[config.mk]
export PLATFORM = sky130hd
export DESIGN_NAME = rgb_led_scheduler
export DESIGN_NICKNAME = d
export VERILOG_FILES = /design/src/rtl/rgb_led_pkg.sv /design/src/rtl/rgb_pwm_gen.sv /design/src/rtl/rgb_led_scheduler.sv
export SDC_FILE = /design/constraint.sdc
export NUM_CORES = 1
export LEC_CHECK = 0
export BUFFER_PORTS_ARGS = -buffer_cell sky130_fd_sc_hd__buf_2
export CORE_AREA = 2 2 90 110
export CTS_CLUSTER_DIAMETER = 80
export DETAILED_ROUTE_END_ITERATION = 8
export DIE_AREA = 0 0 92 112
export HOLD_SLACK_MARGIN = 0.05
export PLACE_DENSITY = 0.72
export SKIP_LAST_GASP = 1
export SYNTH_ARGS = -nofsm -noshare
export SYNTH_HDL_FRONTEND = slang
export SYNTH_SLANG_ARGS = --single-unit
[constraint.sdc]
create_clock -name hw_clk -period 2.4 [get_ports hw_clk]
set_clock_uncertainty 0.2 [all_clocks]
set_input_delay 0.48 -clock hw_clk [delete_from_list [all_inputs] [get_ports hw_clk]]
set_output_delay 0.48 -clock hw_clk [all_outputs]
set_load 0.02 [all_outputs]
[src/rtl/rgb_led_pkg.sv]
// -----------------------------------------------------------------------------
// rgb_led_pkg
// Shared definitions for the RGB LED scheduler slice:
//   - state_t           : scheduler FSM states (OFF, WARM, ARB, HOLD)
//   - DUTY_W_DEFAULT    : default duty / PWM counter width
//   - RED, GREEN, BLUE  : slot positions of each colour duty inside one
//                         {red,green,blue} req_rgb entry (in units of DUTY_W)
// -----------------------------------------------------------------------------
package rgb_led_pkg;

    typedef enum logic [1:0] {
        OFF  = 2'b00,
        WARM = 2'b01,
        ARB  = 2'b10,
        HOLD = 2'b11
    } state_t;

    localparam int DUTY_W_DEFAULT = 32'd8;

    localparam int RED   = 32'd2;
    localparam int GREEN = 32'd1;
    localparam int BLUE  = 32'd0;

endpackage

[src/rtl/rgb_pwm_gen.sv]
// -----------------------------------------------------------------------------
// rgb_pwm_gen
// Prescaler, PWM frame counter, three duty registers and comparators.
// Ports:
//   hw_clk, rst        clock and synchronous active-high reset
//   clr                restart prescaler and PWM counter at the frame start
//   load               capture load_rgb into the duty registers
//   load_rgb           {red,green,blue} duties to capture
//   hold               scheduler is in HOLD; PWM is forced low otherwise
//   pwm_red/green/blue registered PWM outputs (1 cycle after pwm count)
//   frame_end          high on the last tick of each PWM frame
// -----------------------------------------------------------------------------
module rgb_pwm_gen
    import rgb_led_pkg::*;
#(
    parameter int DUTY_W   = DUTY_W_DEFAULT,
    parameter int PRESCALE = 32'd64
) (
    input  logic                hw_clk,
    input  logic                rst,
    input  logic                clr,
    input  logic                load,
    input  logic [3*DUTY_W-1:0] load_rgb,
    input  logic                hold,
    output logic                pwm_red,
    output logic                pwm_green,
    output logic                pwm_blue,
    output logic                frame_end
);

    localparam int PS_W = (PRESCALE > 32'd1) ? $clog2(PRESCALE) : 32'd1;
    localparam logic [PS_W-1:0]   PS_LAST  = PS_W'(PRESCALE - 32'd1);
    localparam logic [PS_W-1:0]   PS_ONE   = PS_W'(32'd1);
    localparam logic [DUTY_W-1:0] CNT_ONE  = DUTY_W'(32'd1);
    localparam logic [DUTY_W-1:0] CNT_LAST = {DUTY_W{1'b1}};

    logic [PS_W-1:0]   presc_r;
    logic [PS_W-1:0]   presc_nxt_s;
    logic [DUTY_W-1:0] cnt_r;
    logic [DUTY_W-1:0] cnt_nxt_s;
    logic [DUTY_W-1:0] duty_red_r;
    logic [DUTY_W-1:0] duty_green_r;
    logic [DUTY_W-1:0] duty_blue_r;
    logic              tick_s;

    // Next prescaler and PWM count; clr wins so a new slot starts a clean frame.
    always_comb begin
        tick_s      = (presc_r == PS_LAST);
        presc_nxt_s = presc_r;
        cnt_nxt_s   = cnt_r;
        if (clr) begin
            presc_nxt_s = '0;
            cnt_nxt_s   = '0;
        end else if (tick_s) begin
            presc_nxt_s = '0;
            cnt_nxt_s   = cnt_r + CNT_ONE;
        end else begin
            presc_nxt_s = presc_r + PS_ONE;
            cnt_nxt_s   = cnt_r;
        end
    end

    // Counters, duty registers and registered outputs. frame_end is computed
    // from the next counter values so the registered pulse lines up with the
    // last tick of the frame itself rather than trailing it by a cycle.
    always_ff @(posedge hw_clk) begin
        if (rst) begin
            presc_r      <= '0;
            cnt_r        <= '0;
            duty_red_r   <= '0;
            duty_green_r <= '0;
            duty_blue_r  <= '0;
            pwm_red      <= 1'b0;
            pwm_green    <= 1'b0;
            pwm_blue     <= 1'b0;
            frame_end    <= 1'b0;
        end else begin
            presc_r   <= presc_nxt_s;
            cnt_r     <= cnt_nxt_s;
            frame_end <= (presc_nxt_s == PS_LAST) && (cnt_nxt_s == CNT_LAST);
            if (load) begin
                duty_red_r   <= load_rgb[RED*DUTY_W   +: DUTY_W];
                duty_green_r <= load_rgb[GREEN*DUTY_W +: DUTY_W];
                duty_blue_r  <= load_rgb[BLUE*DUTY_W  +: DUTY_W];
            end
            pwm_red   <= hold && (cnt_r < duty_red_r);
            pwm_green <= hold && (cnt_r < duty_green_r);
            pwm_blue  <= hold && (cnt_r < duty_blue_r);
        end
    end

endmodule

[src/rtl/rgb_led_scheduler.sv]
// -----------------------------------------------------------------------------
// rgb_led_scheduler
// Time-shares the RGB LED driver between N_REQ requesters: powers up the
// driver current (curr_en), waits WARMUP cycles, then grants the LED
// round-robin in slots of HOLD_FRAMES PWM frames with led_en asserted.
// Ports:
//   hw_clk, rst        clock and synchronous active-high reset
//   req                per-requester level request
//   req_rgb            per-requester {red,green,blue} duties
//   grant              one-hot current owner, zero when none
//   pwm_red/green/blue PWM drive for RGB0PWM/RGB1PWM/RGB2PWM
//   curr_en, led_en    CURREN / RGBLEDEN
//   frame_end          pulse on the last tick of each PWM frame
// -----------------------------------------------------------------------------
module rgb_led_scheduler
    import rgb_led_pkg::*;
#(
    parameter int N_REQ       = 32'd4,
    parameter int DUTY_W      = DUTY_W_DEFAULT,
    parameter int PRESCALE    = 32'd64,
    parameter int HOLD_FRAMES = 32'd16,
    parameter int WARMUP      = 32'd1024
) (
    input  logic                      hw_clk,
    input  logic                      rst,
    input  logic [N_REQ-1:0]          req,
    input  logic [N_REQ*3*DUTY_W-1:0] req_rgb,
    output logic [N_REQ-1:0]          grant,
    output logic                      pwm_red,
    output logic                      pwm_green,
    output logic                      pwm_blue,
    output logic                      curr_en,
    output logic                      led_en,
    output logic                      frame_end
);

    localparam int IDX_W  = $clog2(N_REQ);
    localparam int WARM_W = $clog2(WARMUP + 32'd1);
    localparam int FRM_W  = $clog2(HOLD_FRAMES + 32'd1);
    localparam int ENT_W  = 3 * DUTY_W;
    localparam logic [IDX_W-1:0]  IDX_LAST  = IDX_W'(N_REQ - 32'd1);
    localparam logic [IDX_W-1:0]  IDX_ONE   = IDX_W'(32'd1);
    localparam logic [IDX_W:0]    IDX_WRAP  = (IDX_W + 1)'(N_REQ);
    localparam logic [WARM_W-1:0] WARM_LAST = WARM_W'(WARMUP - 32'd1);
    localparam logic [WARM_W-1:0] WARM_ONE  = WARM_W'(32'd1);
    localparam logic [FRM_W-1:0]  FRM_LAST  = FRM_W'(HOLD_FRAMES - 32'd1);
    localparam logic [FRM_W-1:0]  FRM_ONE   = FRM_W'(32'd1);
    localparam logic [N_REQ-1:0]  ONE_HOT0  = N_REQ'(32'd1);

    state_t            state_r;
    logic [IDX_W-1:0]  ptr_r;
    logic [IDX_W-1:0]  owner_r;
    logic [WARM_W-1:0] warm_cnt_r;
    logic [FRM_W-1:0]  frame_cnt_r;

    logic [N_REQ-1:0]  req_rot_s;
    logic [IDX_W:0]    sel_sum_s;
    logic [IDX_W-1:0]  sel_idx_s;
    logic              sel_found_s;
    logic [IDX_W-1:0]  load_idx_s;
    logic [IDX_W-1:0]  next_ptr_s;
    logic [ENT_W-1:0]  load_rgb_s;
    logic [N_REQ-1:0]  onehot_s;
    logic              any_req_s;
    logic              hold_s;
    logic              clr_s;
    logic              load_s;
    logic              slot_end_s;

    // Round-robin pick: rotate req so the pointer sits at bit 0, then the
    // lowest set bit (downward scan, last hit wins) is the next owner.
    always_comb begin
        req_rot_s   = N_REQ'({req, req} >> ptr_r);
        sel_found_s = 1'b0;
        sel_sum_s   = '0;
        for (int k = N_REQ - 1; k >= 0; k--) begin
            if (req_rot_s[k]) begin
                sel_found_s = 1'b1;
                sel_sum_s   = {1'b0, ptr_r} + (IDX_W + 1)'(k);
            end else begin
                sel_found_s = sel_found_s;
                sel_sum_s   = sel_sum_s;
            end
        end
        if (sel_sum_s >= IDX_WRAP) begin
            sel_idx_s = IDX_W'(sel_sum_s - IDX_WRAP);
        end else begin
            sel_idx_s = sel_sum_s[IDX_W-1:0];
        end
    end

    // Strobes to the PWM generator and slot bookkeeping. Duties come from the
    // new owner in ARB and from the current owner at every frame_end in HOLD.
    always_comb begin
        any_req_s = |req;
        hold_s    = (state_r == HOLD);
        clr_s     = (state_r == ARB) && sel_found_s;
        load_s    = clr_s || (hold_s && frame_end);
        if (state_r == ARB) begin
            load_idx_s = sel_idx_s;
        end else begin
            load_idx_s = owner_r;
        end
        load_rgb_s = req_rgb[load_idx_s*ENT_W +: ENT_W];
        slot_end_s = (frame_cnt_r == FRM_LAST) || !req[owner_r];
        if (owner_r == IDX_LAST) begin
            next_ptr_s = '0;
        end else begin
            next_ptr_s = owner_r + IDX_ONE;
        end
        onehot_s = ONE_HOT0 << sel_idx_s;
    end

    // Scheduler FSM with registered grant / enable outputs.
    always_ff @(posedge hw_clk) begin
        if (rst) begin
            state_r     <= OFF;
            ptr_r       <= '0;
            owner_r     <= '0;
            warm_cnt_r  <= '0;
            frame_cnt_r <= '0;
            grant       <= '0;
            curr_en     <= 1'b0;
            led_en      <= 1'b0;
        end else begin
            case (state_r)
                OFF: begin
                    if (any_req_s) begin
                        state_r    <= WARM;
                        warm_cnt_r <= '0;
                        curr_en    <= 1'b1;
                    end
                end
                WARM: begin
                    if (!any_req_s) begin
                        state_r <= OFF;
                        curr_en <= 1'b0;
                    end else if (warm_cnt_r == WARM_LAST) begin
                        state_r <= ARB;
                    end else begin
                        warm_cnt_r <= warm_cnt_r + WARM_ONE;
                    end
                end
                ARB: begin
                    if (sel_found_s) begin
                        state_r     <= HOLD;
                        owner_r     <= sel_idx_s;
                        frame_cnt_r <= '0;
                        grant       <= onehot_s;
                        led_en      <= 1'b1;
                    end else begin
                        state_r <= OFF;
                        curr_en <= 1'b0;
                    end
                end
                HOLD: begin
                    // Slots only ever end on a frame boundary: no partial frames.
                    if (frame_end) begin
                        if (slot_end_s) begin
                            ptr_r  <= next_ptr_s;
                            grant  <= '0;
                            led_en <= 1'b0;
                            if (any_req_s) begin
                                state_r <= ARB;
                            end else begin
                                state_r <= OFF;
                                curr_en <= 1'b0;
                            end
                        end else begin
                            frame_cnt_r <= frame_cnt_r + FRM_ONE;
                        end
                    end
                end
                default: begin
                    state_r <= OFF;
                    grant   <= '0;
                    curr_en <= 1'b0;
                    led_en  <= 1'b0;
                end
            endcase
        end
    end

    rgb_pwm_gen #(
        .DUTY_W   (DUTY_W),
        .PRESCALE (PRESCALE)
    ) u_pwm (
        .hw_clk    (hw_clk),
        .rst       (rst),
        .clr       (clr_s),
        .load      (load_s),
        .load_rgb  (load_rgb_s),
        .hold      (hold_s),
        .pwm_red   (pwm_red),
        .pwm_green (pwm_green),
        .pwm_blue  (pwm_blue),
        .frame_end (frame_end)
    );

endmodule

After elaboration in Yosys (flattened, before gate mapping) --
Index checks and enable logic that the tools add are counted.
Storage, ports and cells: register bits after elaboration 70, input port bits 102, output and inout port bits 10, word-level logic and storage cells 120
Operators by class: $add $sub $neg 9, multipliers 1, magnitude comparators 5, equality and inequality tests 18, shift operators 3, multiplexer cells 47, reductions and logical operators 20
Operators with widths (number):
- $shiftx A96 B8 Y24 | 1
- $mux W11 | 3
- $lt A8 B8 Y1 | 3
- $pmux W11 S2 | 1
- $mux W2 | 10
- $reduce_and A4 Y1 | 5
- $mux W8 | 2
- $ne A2 B2 Y1 const B | 8
- $mux W5 | 3
- $mux W1 | 13
- $eq A6 B6 Y1 const B | 2
- $mux W3 | 4
- $mux W4 | 3
- $mux W6 | 2
- $add A11 B1 Y11 const B | 1
- $eq A11 B10 Y1 const B | 1
- $pmux W5 S2 | 1
- $add A8 B1 Y8 const B | 1
- $eq A8 B8 Y1 const B | 1
- $pmux W2 S4 | 1
- $pmux W4 S2 | 1
- $shr A8 B2 Y4 | 1
- $add A2 B2 Y3 const B | 2
- $add A6 B1 Y6 const B | 1
- 23 further kinds | 32

Longest topological paths before layout --
Gate-level depths: netlist (run 1).
depth in word-level cells 10, mapped depth 9, mapped depth without buffers 7

Hierarchy --
From an unflattened synthesis (run 1), not the netlist that was laid out.
Unflattened totals: cells, all modules 511, area, all modules 4292.9 µm²
Modules (own cells, without submodules):
- rgb_led_scheduler | instances 1, cells an instance 282, area each 2178.3 µm², seq. area each 560.5 µm²
- rgb_pwm_gen | instances 1, cells an instance 229, area each 2114.5 µm², seq. area each 840.8 µm²

Worst setup path after synthesis (run 1) --
No wires, ideal clock.
path type in2reg, start input port req[2], end register u_pwm.duty_blue_r[6], setup time 0.139 ns, arrival 1.678 ns, slack 0.383 ns, cell stages on the path 6, path through and2b_1 a21o_1 a211oi_4 a21o_1 buf_2 o221ai_1
Between the ends: word-level cells in the longest chain between the ends 10, elaborated cells between the ends (all ways) 17, classes of those cells 1 x add/sub; 1 x mul; 1 x order compare; 2 x shift; 10 x mux; 2 x reduce/logical
RTL lines:
- from (decl) | line rgb_led_scheduler.sv:26 | input logic [N_REQ-1:0] req,
- $shr A8 B2 Y4 (*) | line rgb_led_scheduler.sv:73 | req_rot_s = N_REQ'({req, req} >> ptr_r);
- $mux W3 (4 in series) | line rgb_led_scheduler.sv:77 | if (req_rot_s[k]) begin
- $ge A3 B3 Y1 or $sub A2 B1 Y2 (tied branches) | line rgb_led_scheduler.sv:85, rgb_led_scheduler.sv:86
- $mux W2 | line rgb_led_scheduler.sv:85 | if (sel_sum_s >= IDX_WRAP) begin
- $mux W2 | line rgb_led_scheduler.sv:99 | if (state_r == ARB) begin
- $mul A2 B2 Y4 | line rgb_led_scheduler.sv:104 | load_rgb_s = req_rgb[load_idx_s*ENT_W +: ENT_W];
- $shiftx A96 B8 Y24 | line rgb_led_scheduler.sv:104
- to (signal assigned) | line rgb_pwm_gen.sv:84 | duty_blue_r <= load_rgb[BLUE*DUTY_W +: DUTY_W];
- to (decl) | line rgb_pwm_gen.sv:43 | logic [DUTY_W-1:0] duty_blue_r;
Every way passes the cells marked *; elsewhere a longest branch is shown, timed or not. A chain may end at the register's enable or synchronous reset.

Worst setup path after layout (run 1) --
start register ptr_r[1], end register u_pwm.duty_red_r[3]
Between the ends: word-level cells in the longest chain between the ends 10, elaborated cells between the ends (all ways) 20, classes of those cells 4 x add/sub; 1 x mul; 1 x order compare; 2 x shift; 10 x mux; 2 x reduce/logical
RTL lines:
- from (decl) | line rgb_led_scheduler.sv:51 | logic [IDX_W-1:0] ptr_r;
- from (signal assigned) | line rgb_led_scheduler.sv:160 | ptr_r <= next_ptr_s;
- $add A2 B2 Y3 or $shr A8 B2 Y4 (tied branches) | line rgb_led_scheduler.sv:79, rgb_led_scheduler.sv:73
- $mux W3 (4 in series) | line rgb_led_scheduler.sv:77
- $ge A3 B3 Y1 or $sub A2 B1 Y2 (tied branches) | line rgb_led_scheduler.sv:85, rgb_led_scheduler.sv:86
- $mux W2 | line rgb_led_scheduler.sv:85
- $mux W2 | line rgb_led_scheduler.sv:99
- $mul A2 B2 Y4 | line rgb_led_scheduler.sv:104
- $shiftx A96 B8 Y24 | line rgb_led_scheduler.sv:104
- to (signal assigned) | line rgb_pwm_gen.sv:82 | duty_red_r <= load_rgb[RED*DUTY_W +: DUTY_W];
- to (decl) | line rgb_pwm_gen.sv:41 | logic [DUTY_W-1:0] duty_red_r;
Several ways; a longest one is shown, not always the timed one.

==> results of run 1 <==
## timing repair
action | CTS | global route
setup buffers | 0 | 6
endpoints found under the setup margin | 0 | 6
gates resized for setup | 0 | 0
## flip-flops by register name, summed over array words and instances (netlist names), 2 cells and up
register and count:
frame_cnt_r 5, grant 4, owner_r 2, ptr_r 2, state_r 2, u_pwm.cnt_r 8
u_pwm.duty_blue_r 8, u_pwm.duty_green_r 8, u_pwm.duty_red_r 8, u_pwm.presc_r 6, warm_cnt_r 11
## per-stage QoR
stage	power [W]	utilization, %
finish	0.00267	56.0
global route	0.00277	56.0
CTS	0.00270	55.5
detailed placement	0.00140	52.4
global placement	0.00140	52.4
floorplan	0.00128	-
## final timing paths
path	from	endpoint	slack [ns]	cells after the start
max	ptr_r[1]$_SDFFE_PP0P_	u_pwm.duty_red_r[3]$_SDFFE_PP0P_	0.25	7
min reg2reg	warm_cnt_r[10]$_SDFFE_PP0P_	warm_cnt_r[10]$_SDFFE_PP0P_	0.24	2
min	rst	frame_cnt_r[1]$_SDFFE_PP0P_	0.20	2
max reg2reg	ptr_r[1]$_SDFFE_PP0P_	u_pwm.duty_red_r[3]$_SDFFE_PP0P_	0.25	7
## metal layers
| metal | global-route usage (%) | wire length (microns) |
|---|---|---|
| met2 | 36.9 | 5200 |
| met5 | 0 | 0 |
| met4 | 9.45 | 239 |
| met1 | 22.0 | 4040 |
| met3 | 4.74 | 490 |
## kinds of logic (layout without fill, tap and decap cells)
family | Yosys count | count (layout) | synth area share [%]
mux | 50 | 50 | 12.6
xor+xnor | 20 | 20 | 4.30
simple gates | 157 | 157 | 19.4
flops | 70 | 70 | 34.4
fa+ha+maj | 27 | 27 | 8.28
compound gates | 86 | 86 | 15.5
buf+inv | 49 | 180 | 5.65
## report_power, final
part           total [W]  switching (W)  internal, W  leakage [nW]
Sequential       0.00118     0.00000828      0.00117         0.565
Combinational   0.000197      0.0000917     0.000105          1.37
Clock            0.00130       0.000477     0.000818         0.144
## placed cells by master (no fill, tap or decap), types with 4 or more instances in the layout
master and count:
a211oi_1 8, inv_1 29, nand2b_1 7, ha_1 27
nor3_1 10, xor2_1 14, nand3b_1 4, buf_4 23
xnor2_1 6, clkbuf_16 9, mux2i_1 49, a21o_1 8
buf_2 111, nand2_1 42, nand4_1 11, o21ai_0 8
o221ai_1 24, nor2_1 36, nand3_1 21, dfxtp_1 70
a21oi_1 21
## cell type report
type | instances | area (sq um) | area share (%)
Clock buffer | 10 | 239 | 4.60
Clock inverter | 4 | 48.8 | 0.940
Inverter | 29 | 109 | 2.10
Multi-Input combinational cell | 340 | 2450 | 47.2
Sequential cell | 70 | 1400 | 27.0
Tap cell | 123 | 154 | 2.96
Timing Repair Buffer | 137 | 788 | 15.2
==> metrics.txt, run 1 <==
critical setup path kind=register to register; hold-fix buffers at CTS=0; maximum capacitance violations=0; worst path bufs/invs=2; leakage dissipation=2.08 nW; DRC violations left=0; Die Ht=112 microns; buffer cell driving the clock tree root=clkbuf_16; worst slew slack as a fraction of its limit=68.8%; Port Buffers=111; GRT overflow=0; floorplan core area=9270 sq um; die outline area=10300 sq um; violation count after the first detailed-routing iteration=142; total routing usage reported by global routing=20.3%; vias in the first global route=3981; Cell Chain, Critical Path=nand2_1 -> a311oi_2 -> a211oi_4 -> buf_4 -> buf_12 -> mux2i_1 -> o221ai_1; Unique masters post-synth=50; number of CTS-inserted buffers=9; family of cells with the greatest summed delay on the critical path=compound AO/OA/AOI/OAI gates; worst slew pin tran=0.464 ns; average size of a mapped cell=8.88 sq um; CP startpoint kind=register; final number of setup-violating endpoints=0; dominant cell type by area after synthesis=dfxtp_1; Syn Inst Count=459; number of cells in the design after placement=693; wire length after detailed routing=9.97 mm; setup TNS after final layout=0 ns; fill cell instance count of the final layout=851; area share of the leading cell type in the synthesized netlist=34.4%; result of the run=finished clean; clk sink count=70; most used standard cell by instance count after synthesis=dfxtp_1; worst hold-check path type=primary input to register; register bit count reported by yosys=70; Largest stage delay, worst path=0.46 ns; final HPWL from detailed placement=7.69 mm; clock latency on the worst-skew pair=0.33 ns; largest net degree at the start of global routing=35; TritonCTS clock tree=yes; largest voltage drop on the vdd net=0.000414 V; number of nets produced by synthesis=588; final-report max-slew violation count=0; die width=92 microns; synthesized area=4080 sq um; setup repair after global routing missed its margin=no; register clock-pin slew on the reported worst setup and hold paths=0.06 ns; CP Capture Type=register; required time of the critical path=2.39 ns; fin nets=716; final hold violation count=0; DP Area=4860 sq um; average wire length per cell after detail routing=14.0 microns; Achievable Freq=0.464 GHz; detailed-routing iteration count for the pre-antenna-repair pass=4; count of flip-flops with a built-in enable after synthesis=0; critical path's slowest cell=dfxtp_1; number of top-level design ports=112; share of flip-flops with an asynchronous set or reset=0%; data arrival time of the critical path=2.15 ns; maximum buffer depth of the clock tree=2; top post-synthesis cells by count=dfxtp_1, mux2i_1, nand2_1; non-filler instance count after layout=713; predominant post-synthesis flop cell=dfxtp_1; synthesis-to-layout area growth=27.4%; global-route wire length before repair=16.9 mm; total power density per cell area=514 nW/um^2; CP Max Fanout=34; count of standard-cell rows=39; worst setup timing slack at the placement stage=-0.0944 ns; cell types with the largest area share after synthesis=dfxtp_1, mux2i_1, ha_1; Via density=5.38; final RePlAce weighted congestion=0.817; H-tree Lvls=3; initial core utilization=44.0%; worst slack on hold paths=0.203 ns; yosys synthesis warning count=0; final std cell area, no fill=5190 sq um; count of inserted antenna diode cells=0; number of nets with antenna violations after detailed routing=0; post-layout worst setup margin=0.246 ns; share of post-route cells with drive strength above 1=26.9%; fin crit period=2.15 ns; proportion of synthesized chip area in sequential cells=34.4%; total via count in the routed design=3834; crit share post-route=89.7%; antenna violations before repair=0
Power figures use the tool's default switching activity.
==> run 2, diff against run 1 <==
--- a/config.mk
+++ b/config.mk
@@ -12,6 +12,7 @@
 export DIE_AREA = 0 0 92 112
 export HOLD_SLACK_MARGIN = 0.05
 export PLACE_DENSITY = 0.72
+export RECOVER_POWER = 100
 export SKIP_LAST_GASP = 1
 export SYNTH_ARGS = -nofsm -noshare
 export SYNTH_HDL_FRONTEND = slang
==> metrics.txt, run 2 (synthesized netlist as in run 1, its figures left out) <==
commonest cells after routing, fill and taps aside=buf_2, dfxtp_1, mux2i_1 (unchanged); power share of the combinational group=7.2% (was 7.4%); setup repair after global routing missed its margin=no (unchanged); Hold Startpoint=rst (unchanged); total routing usage reported by global routing=20.3% (unchanged); Achievable Freq=0.453 GHz (was 0.464 GHz); wire length after detailed routing=9.96 mm (was 9.97 mm); total power consumption of the routed design=0.00267 W (about the same); result of the run=finished clean (unchanged); die width=92 microns (unchanged); final HPWL from detailed placement=7.69 mm (unchanged); non-filler instance count after layout=713 (unchanged); maximum buffer depth of the clock tree=2 (unchanged); global-route wire length before repair=16.9 mm (unchanged); most utilized layer in the global route result=met2 (unchanged); Cell Chain, Critical Path=clkbuf_1 -> clkbuf_1 -> nor4_1 -> clkbuf_1 -> o21ai_0 -> clkbuf_1 -> nor2_1 -> and4bb_1 (was nand2_1 -> a311oi_2 -> a211oi_4 -> buf_4 -> buf_12 -> mux2i_1 -> o221ai_1); worst slew pin tran=0.665 ns (was 0.464 ns); startpoint of the most critical register-to-register path=ptr_r[1]$_SDFFE_PP0P_ (unchanged); synthesis-to-layout area growth=26.1% (was 27.4%); most common library cell in the layout ignoring fill and taps=buf_2 (unchanged); CP Max Fanout=14 (was 34); register name with the most flops=warm_cnt_r (unchanged); vias in the first global route=3981 (unchanged); global routing met1 resource utilization=22.0% (unchanged); average wire length per cell after detail routing=14.0 microns (about the same); number of nets with antenna violations after detailed routing=0 (unchanged); met2 demand-to-capacity share in global routing=36.9% (unchanged); H-tree Lvls=3 (unchanged); number of cells upsized or downsized after cts=0 (unchanged); CP startpoint kind=primary input (was register); total via count in the routed design=3855 (was 3834); initial core utilization=44.0% (unchanged); family of cells with the greatest summed delay on the critical path=simple AND/OR/NAND/NOR gates (was compound AO/OA/AOI/OAI gates); post-layout worst setup margin=0.193 ns (was 0.246 ns); DP Area=4860 sq um (unchanged); net switching component of the power=0.000575 W (was 0.000577 W); Largest stage delay, worst path=0.47 ns (was 0.46 ns); critical setup path kind=primary input to register (was register to register); buffer cell driving the clock tree root=clkbuf_16 (unchanged); final std cell area, no fill=5140 sq um (was 5190 sq um); cell seen most often among critical-path stages=clkbuf_1; violation count after the first detailed-routing iteration=152 (was 142); worst setup timing slack at the placement stage=-0.0944 ns (unchanged); depth of the worst register-to-register path=7 (unchanged); largest voltage drop on the vdd net=0.000414 V (about the same); DRC violations left=0 (unchanged); register clock-pin slew on the reported worst setup and hold paths=0.05 ns (was 0.06 ns); leakage dissipation=2.00 nW (was 2.08 nW); clock network fraction of total power=48.5% (about the same); Port Buffers=111 (unchanged); number of CTS-inserted buffers=9 (unchanged); Largest register FFs=11 (unchanged); total internal power=0.00209 W (about the same); fin crit period=2.21 ns (was 2.15 ns); endpoint of the worst hold path=frame_cnt_r[1]$_SDFFE_PP0P_ (unchanged); end of the worst register-to-register path=u_pwm.duty_red_r[3]$_SDFFE_PP0P_ (unchanged); data arrival time of the critical path=2.27 ns (was 2.15 ns); detailed-routing iteration count for the pre-antenna-repair pass=4 (unchanged); clk sink count=70 (unchanged); worst hold-check path type=primary input to register (unchanged); setup TNS after final layout=0 ns (unchanged); largest net degree at the start of global routing=35 (unchanged); share of post-route cells with drive strength above 1=23.4% (was 26.9%); hold-critical path depth=2 (unchanged); worst slew slack as a fraction of its limit=55.7% (was 68.8%); total power density per cell area=519 nW/um^2 (was 514 nW/um^2); number of cells in the design after placement=693 (unchanged); required time of the critical path=2.47 ns (was 2.39 ns); critical path's slowest cell=nor4_1 (was dfxtp_1); count of standard-cell rows=39 (unchanged); worst reg2reg setup slack=0.24 ns (was 0.25 ns); GRT overflow=0 (unchanged); Via density=5.41 (was 5.38); Die Ht=112 microns (unchanged); CP Capture Type=register (unchanged); antenna violations before repair=0 (unchanged); fin nets=716 (unchanged); final number of setup-violating endpoints=0 (unchanged); floorplan core area=9270 sq um (unchanged); final-report max-slew violation count=0 (unchanged); count of inserted antenna diode cells=0 (unchanged); number of top-level design ports=112 (unchanged); die outline area=10300 sq um (unchanged); global routing usage on met3=4.74% (unchanged); TritonCTS clock tree=yes (unchanged); maximum capacitance violations=0 (unchanged); share of total power consumed by net switching=21.6% (about the same); clock latency on the worst-skew pair=0.33 ns (about the same); crit share post-route=91.9% (was 89.7%); final hold violation count=0 (unchanged); fraction of power consumed by sequential logic=44.2% (about the same); worst path bufs/invs=4 (was 2); final RePlAce weighted congestion=0.817 (unchanged)
-- run 2: cell types whose count changed in the layout (fill, tap and decap cells not counted) --
| cell | delta |
|---|---|
| o21ai_1 | -1 |
| nor2_2 | -1 |
| nor4_2 | -1 |
| clkbuf_1 | +19 |
| o21ai_0 | +1 |
| buf_2 | -11 |
| buf_4 | -9 |
| nor2_1 | +1 |
| clkbuf_4 | +1 |
| nor4_1 | +1 |
-- run 2: worst max-delay path by stage --
stage	from	endpoint	slack, ns	cells after the start
6_report	req[2]	u_pwm.frame_end$_SDFF_PP0_	0.19	8
5_1_grt	req[2]	u_pwm.frame_end$_SDFF_PP0_	0.06	8
4_1_cts	state_r[1]$_SDFFE_PP0P_	u_pwm.duty_red_r[3]$_SDFFE_PP0P_	0.14	6
3_5_place_dp	req[0]	u_pwm.duty_red_r[2]$_SDFFE_PP0P_	-0.09	7
3_3_place_gp	req[0]	u_pwm.duty_red_r[1]$_SDFFE_PP0P_	0.03	7
2_1_floorplan	req[2]	u_pwm.duty_blue_r[6]$_SDFFE_PP0P_	0.38	6
-- run 2: power by group through the flow --
stage	registers (W)	logic, W	clock network (W)
floorplan	0.00120	0.0000796	0
global placement	0.00120	0.000192	0
detailed placement	0.00120	0.000197	0
CTS	0.00118	0.000197	0.00132
global route	0.00118	0.000216	0.00136
finish	0.00118	0.000192	0.00129
-- run 2: cell type report --
class | instances | area [sq um]
fillers | 869 | 4130
well taps | 123 | 154
clock buffers | 10 | 239
flip-flops and latches | 70 | 1400
multi-input cells | 340 | 2440
repair buffers | 137 | 744
inverters | 29 | 109
clock inverters | 4 | 48.8
-- run 2: routing by layer --
layer | wire [microns] | share of wire, % | vias up
met3 | 499 | 5.0 | 21
met1 | 4030 | 40 | 1793
li1 | - | - | 1925
met4 | 239 | 2.4 | 0
met5 | 0 | 0 | -
met2 | 5190 | 52 | 116
-- run 2: through the flow --
stage                     util, %  hold slack [ns]
after floorplan                 -            0.203
after global placement       52.4            0.216
after detailed placement     52.4            0.237
after CTS                    55.5            0.182
after global routing         55.5            0.196
final                        55.5            0.204
-- run 2: repair_timing --
item / in CTS / in global routing
buffers inserted: 0 / 6
endpoints found under the hold margin: 0 / 0
endpoints found under the setup margin: 0 / 6
hold buffers: 0 / 0
==> run 3, diff against run 2 <==
--- a/config.mk
+++ b/config.mk
@@ -6,14 +6,18 @@
 export NUM_CORES = 1
 export LEC_CHECK = 0
 export BUFFER_PORTS_ARGS = -buffer_cell sky130_fd_sc_hd__buf_2
-export CORE_AREA = 2 2 90 110
+export CELL_PAD_IN_SITES_DETAIL_PLACEMENT = 0
+export CELL_PAD_IN_SITES_GLOBAL_PLACEMENT = 1
+export CORE_AREA = 2 2 97 118
 export CTS_CLUSTER_DIAMETER = 80
 export DETAILED_ROUTE_END_ITERATION = 8
-export DIE_AREA = 0 0 92 112
+export DIE_AREA = 0 0 99 120
 export HOLD_SLACK_MARGIN = 0.05
-export PLACE_DENSITY = 0.72
+export PLACE_DENSITY = 0.81
 export RECOVER_POWER = 100
+export SETUP_SLACK_MARGIN = 0.5
 export SKIP_LAST_GASP = 1
 export SYNTH_ARGS = -nofsm -noshare
 export SYNTH_HDL_FRONTEND = slang
 export SYNTH_SLANG_ARGS = --single-unit
+export TNS_END_PERCENT = 1
==> metrics.txt, run 3 (synthesized netlist as in run 1, its figures left out) <==
result of the run=finished clean (unchanged); clock network fraction of total power=45.6% (was 48.5%); Die Ht=120 microns (was 112 microns); largest voltage drop on the vdd net=0.000359 V (was 0.000414 V); net switching component of the power=0.000575 W (about the same); maximum buffer depth of the clock tree=2 (unchanged); count of standard-cell rows=42 (was 39); clock latency on the worst-skew pair=0.33 ns (about the same); worst slack on hold paths=0.223 ns (was 0.204 ns); worst hold-check path type=register to register (was primary input to register); total power consumption of the routed design=0.00253 W (was 0.00267 W); total internal power=0.00195 W (was 0.00209 W); fin nets=709 (was 716); fill cell instance count of the final layout=1048 (was 869); total power density per cell area=489 nW/um^2 (was 519 nW/um^2); total via count in the routed design=3837 (was 3855); most common library cell in the layout ignoring fill and taps=buf_2 (unchanged); register name with the most flops=warm_cnt_r (unchanged); power share of the combinational group=7.6% (was 7.2%); detailed-routing iteration count for the pre-antenna-repair pass=4 (unchanged); buffer cell driving the clock tree root=clkbuf_16 (unchanged); average wire length per cell after detail routing=15.2 microns (was 14.0 microns); setup TNS after final layout=0 ns (unchanged); cell seen most often among critical-path stages=ha_1 (was clkbuf_1); global-route wire length before repair=17.4 mm (was 16.9 mm); die outline area=11900 sq um (was 10300 sq um); critical path's slowest cell=dfxtp_1 (was nor4_1); multi-input logic area=2460 sq um (was 2440 sq um); sequential standard cell area=1410 sq um (was 1400 sq um); maximum capacitance violations=0 (unchanged); data arrival time of the critical path=2.10 ns (was 2.27 ns); Port Buffers=111 (unchanged); GRT overflow=0 (unchanged); worst slew slack as a fraction of its limit=55.2% (was 55.7%); number of nets with antenna violations after detailed routing=0 (unchanged); final-report max-slew violation count=0 (unchanged); Cell Chain, Critical Path=ha_1 -> and3_1 -> ha_1 -> nand2b_1 -> nand2_1 -> clkbuf_1 -> mux2i_1 -> nor2_1 (was clkbuf_1 -> clkbuf_1 -> nor4_1 -> clkbuf_1 -> o21ai_0 -> clkbuf_1 -> nor2_1 -> and4bb_1); DRC violations left=0 (unchanged); Largest stage delay, worst path=0.34 ns (was 0.47 ns); final HPWL from detailed placement=7.57 mm (was 7.69 mm); final number of setup-violating endpoints=0 (unchanged); Achievable Freq=0.480 GHz (was 0.453 GHz); Largest register FFs=11 (unchanged); violation count after the first detailed-routing iteration=178 (was 152); fraction of power consumed by sequential logic=46.8% (was 44.2%); number of CTS-inserted buffers=9 (unchanged); largest net degree at the start of global routing=25 (was 35); synthesis-to-layout area growth=26.7% (was 26.1%); number of top-level design ports=112 (unchanged); worst slew pin tran=0.671 ns (was 0.665 ns); CP Max Fanout=7 (was 14); TritonCTS clock tree=yes (unchanged); required time of the critical path=2.42 ns (was 2.47 ns); share of post-route cells with drive strength above 1=24.5% (was 23.4%); wire length after detailed routing=10.9 mm (was 9.96 mm); final RePlAce weighted congestion=0.813 (was 0.817); vias in the first global route=3719 (was 3981); initial core utilization=37.9% (was 44.0%); commonest cells after routing, fill and taps aside=buf_2, dfxtp_1, mux2i_1 (unchanged); clk sink count=70 (unchanged); fin crit period=2.08 ns (was 2.21 ns); CP Capture Type=register (unchanged); hold-fix buffers at CTS=0 (unchanged); floorplan core area=10800 sq um (was 9270 sq um); leakage dissipation=2.00 nW (about the same); crit share post-route=86.8% (was 91.9%); die width=99 microns (was 92 microns); count of inserted antenna diode cells=0 (unchanged); antenna violations before repair=0 (unchanged); Via density=5.36 (was 5.41); share of total power consumed by net switching=22.8% (was 21.6%); CP startpoint kind=register (was primary input); total routing usage reported by global routing=18.1% (was 20.3%); final hold violation count=0 (unchanged); H-tree Lvls=3 (unchanged); register clock-pin slew on the reported worst setup and hold paths=0.05 ns (about the same); setup repair after global routing missed its margin=yes (was no); critical setup path kind=register to register (was primary input to register)
-- run 3: worst paths after layout --
check	start	to	slack [ns]	depth (start not counted)
max reg2reg	frame_cnt_r[0]$_SDFFE_PP0P_	ptr_r[1]$_SDFFE_PP0P_	0.32	8
max	frame_cnt_r[0]$_SDFFE_PP0P_	ptr_r[1]$_SDFFE_PP0P_	0.32	8
min	warm_cnt_r[10]$_SDFFE_PP0P_	warm_cnt_r[10]$_SDFFE_PP0P_	0.22	2
min reg2reg	warm_cnt_r[10]$_SDFFE_PP0P_	warm_cnt_r[10]$_SDFFE_PP0P_	0.22	2
-- run 3: what timing repair did --
item | CTS | global route
resized for setup | 5 | 8
buffers inserted | 1 | 0
gates cloned | 1 | 3
endpoints found under the setup margin | 38 | 52
pin swaps | 2 | 3
-- run 3: metrics by stage --
step / setup WS [ns] / std cells / cell area, sq um / utilization [%]
after floorplan: 0.449 / 459 / 4080 / -
after global placement: 0.151 / 696 / 4830 / 44.8
after detailed placement: 0.109 / 696 / 4830 / 44.8
after CTS: 0.378 / 713 / 5130 / 47.6
after global routing: 0.188 / 716 / 5170 / 48.0
final: 0.318 / 716 / 5170 / 48.0
-- run 3: power by group through the flow --
stage	combinational (W)	clock [W]	sequential, W
finish	0.000193	0.00115	0.00118
global route	0.000213	0.00123	0.00118
CTS	0.000196	0.00117	0.00118
detailed placement	0.000194	0	0.00121
global placement	0.000191	0	0.00121
floorplan	0.0000797	0	0.00120
-- run 3: cell type report --
class,count,share of cell area (%)
Clock buffer,9,4.36
Clock inverter,6,0.581
Inverter,29,2.11
Multi-Input combinational cell,340,47.5
Sequential cell,70,27.3
Tap cell,132,3.20
Timing Repair Buffer,130,15.0
-- run 3: worst max-delay path: cells and delay by family (launching register included) --
kind,cells,cell delay [ns]
mux,1,0.22
simple gates,4,0.52
flops,1,0.34
buf+inv,1,0.28
fa+ha+maj,2,0.41
-- run 3: per-layer routing --
metal  share of wire (%)  vias to the layer above  track usage, %
li1                    -                     1909               -
met1                  43                     1816            22.0
met2                  50                       96            31.7
met3                 4.5                       16            3.61
met4                 2.1                        0            5.91
met5                   0                        -               0
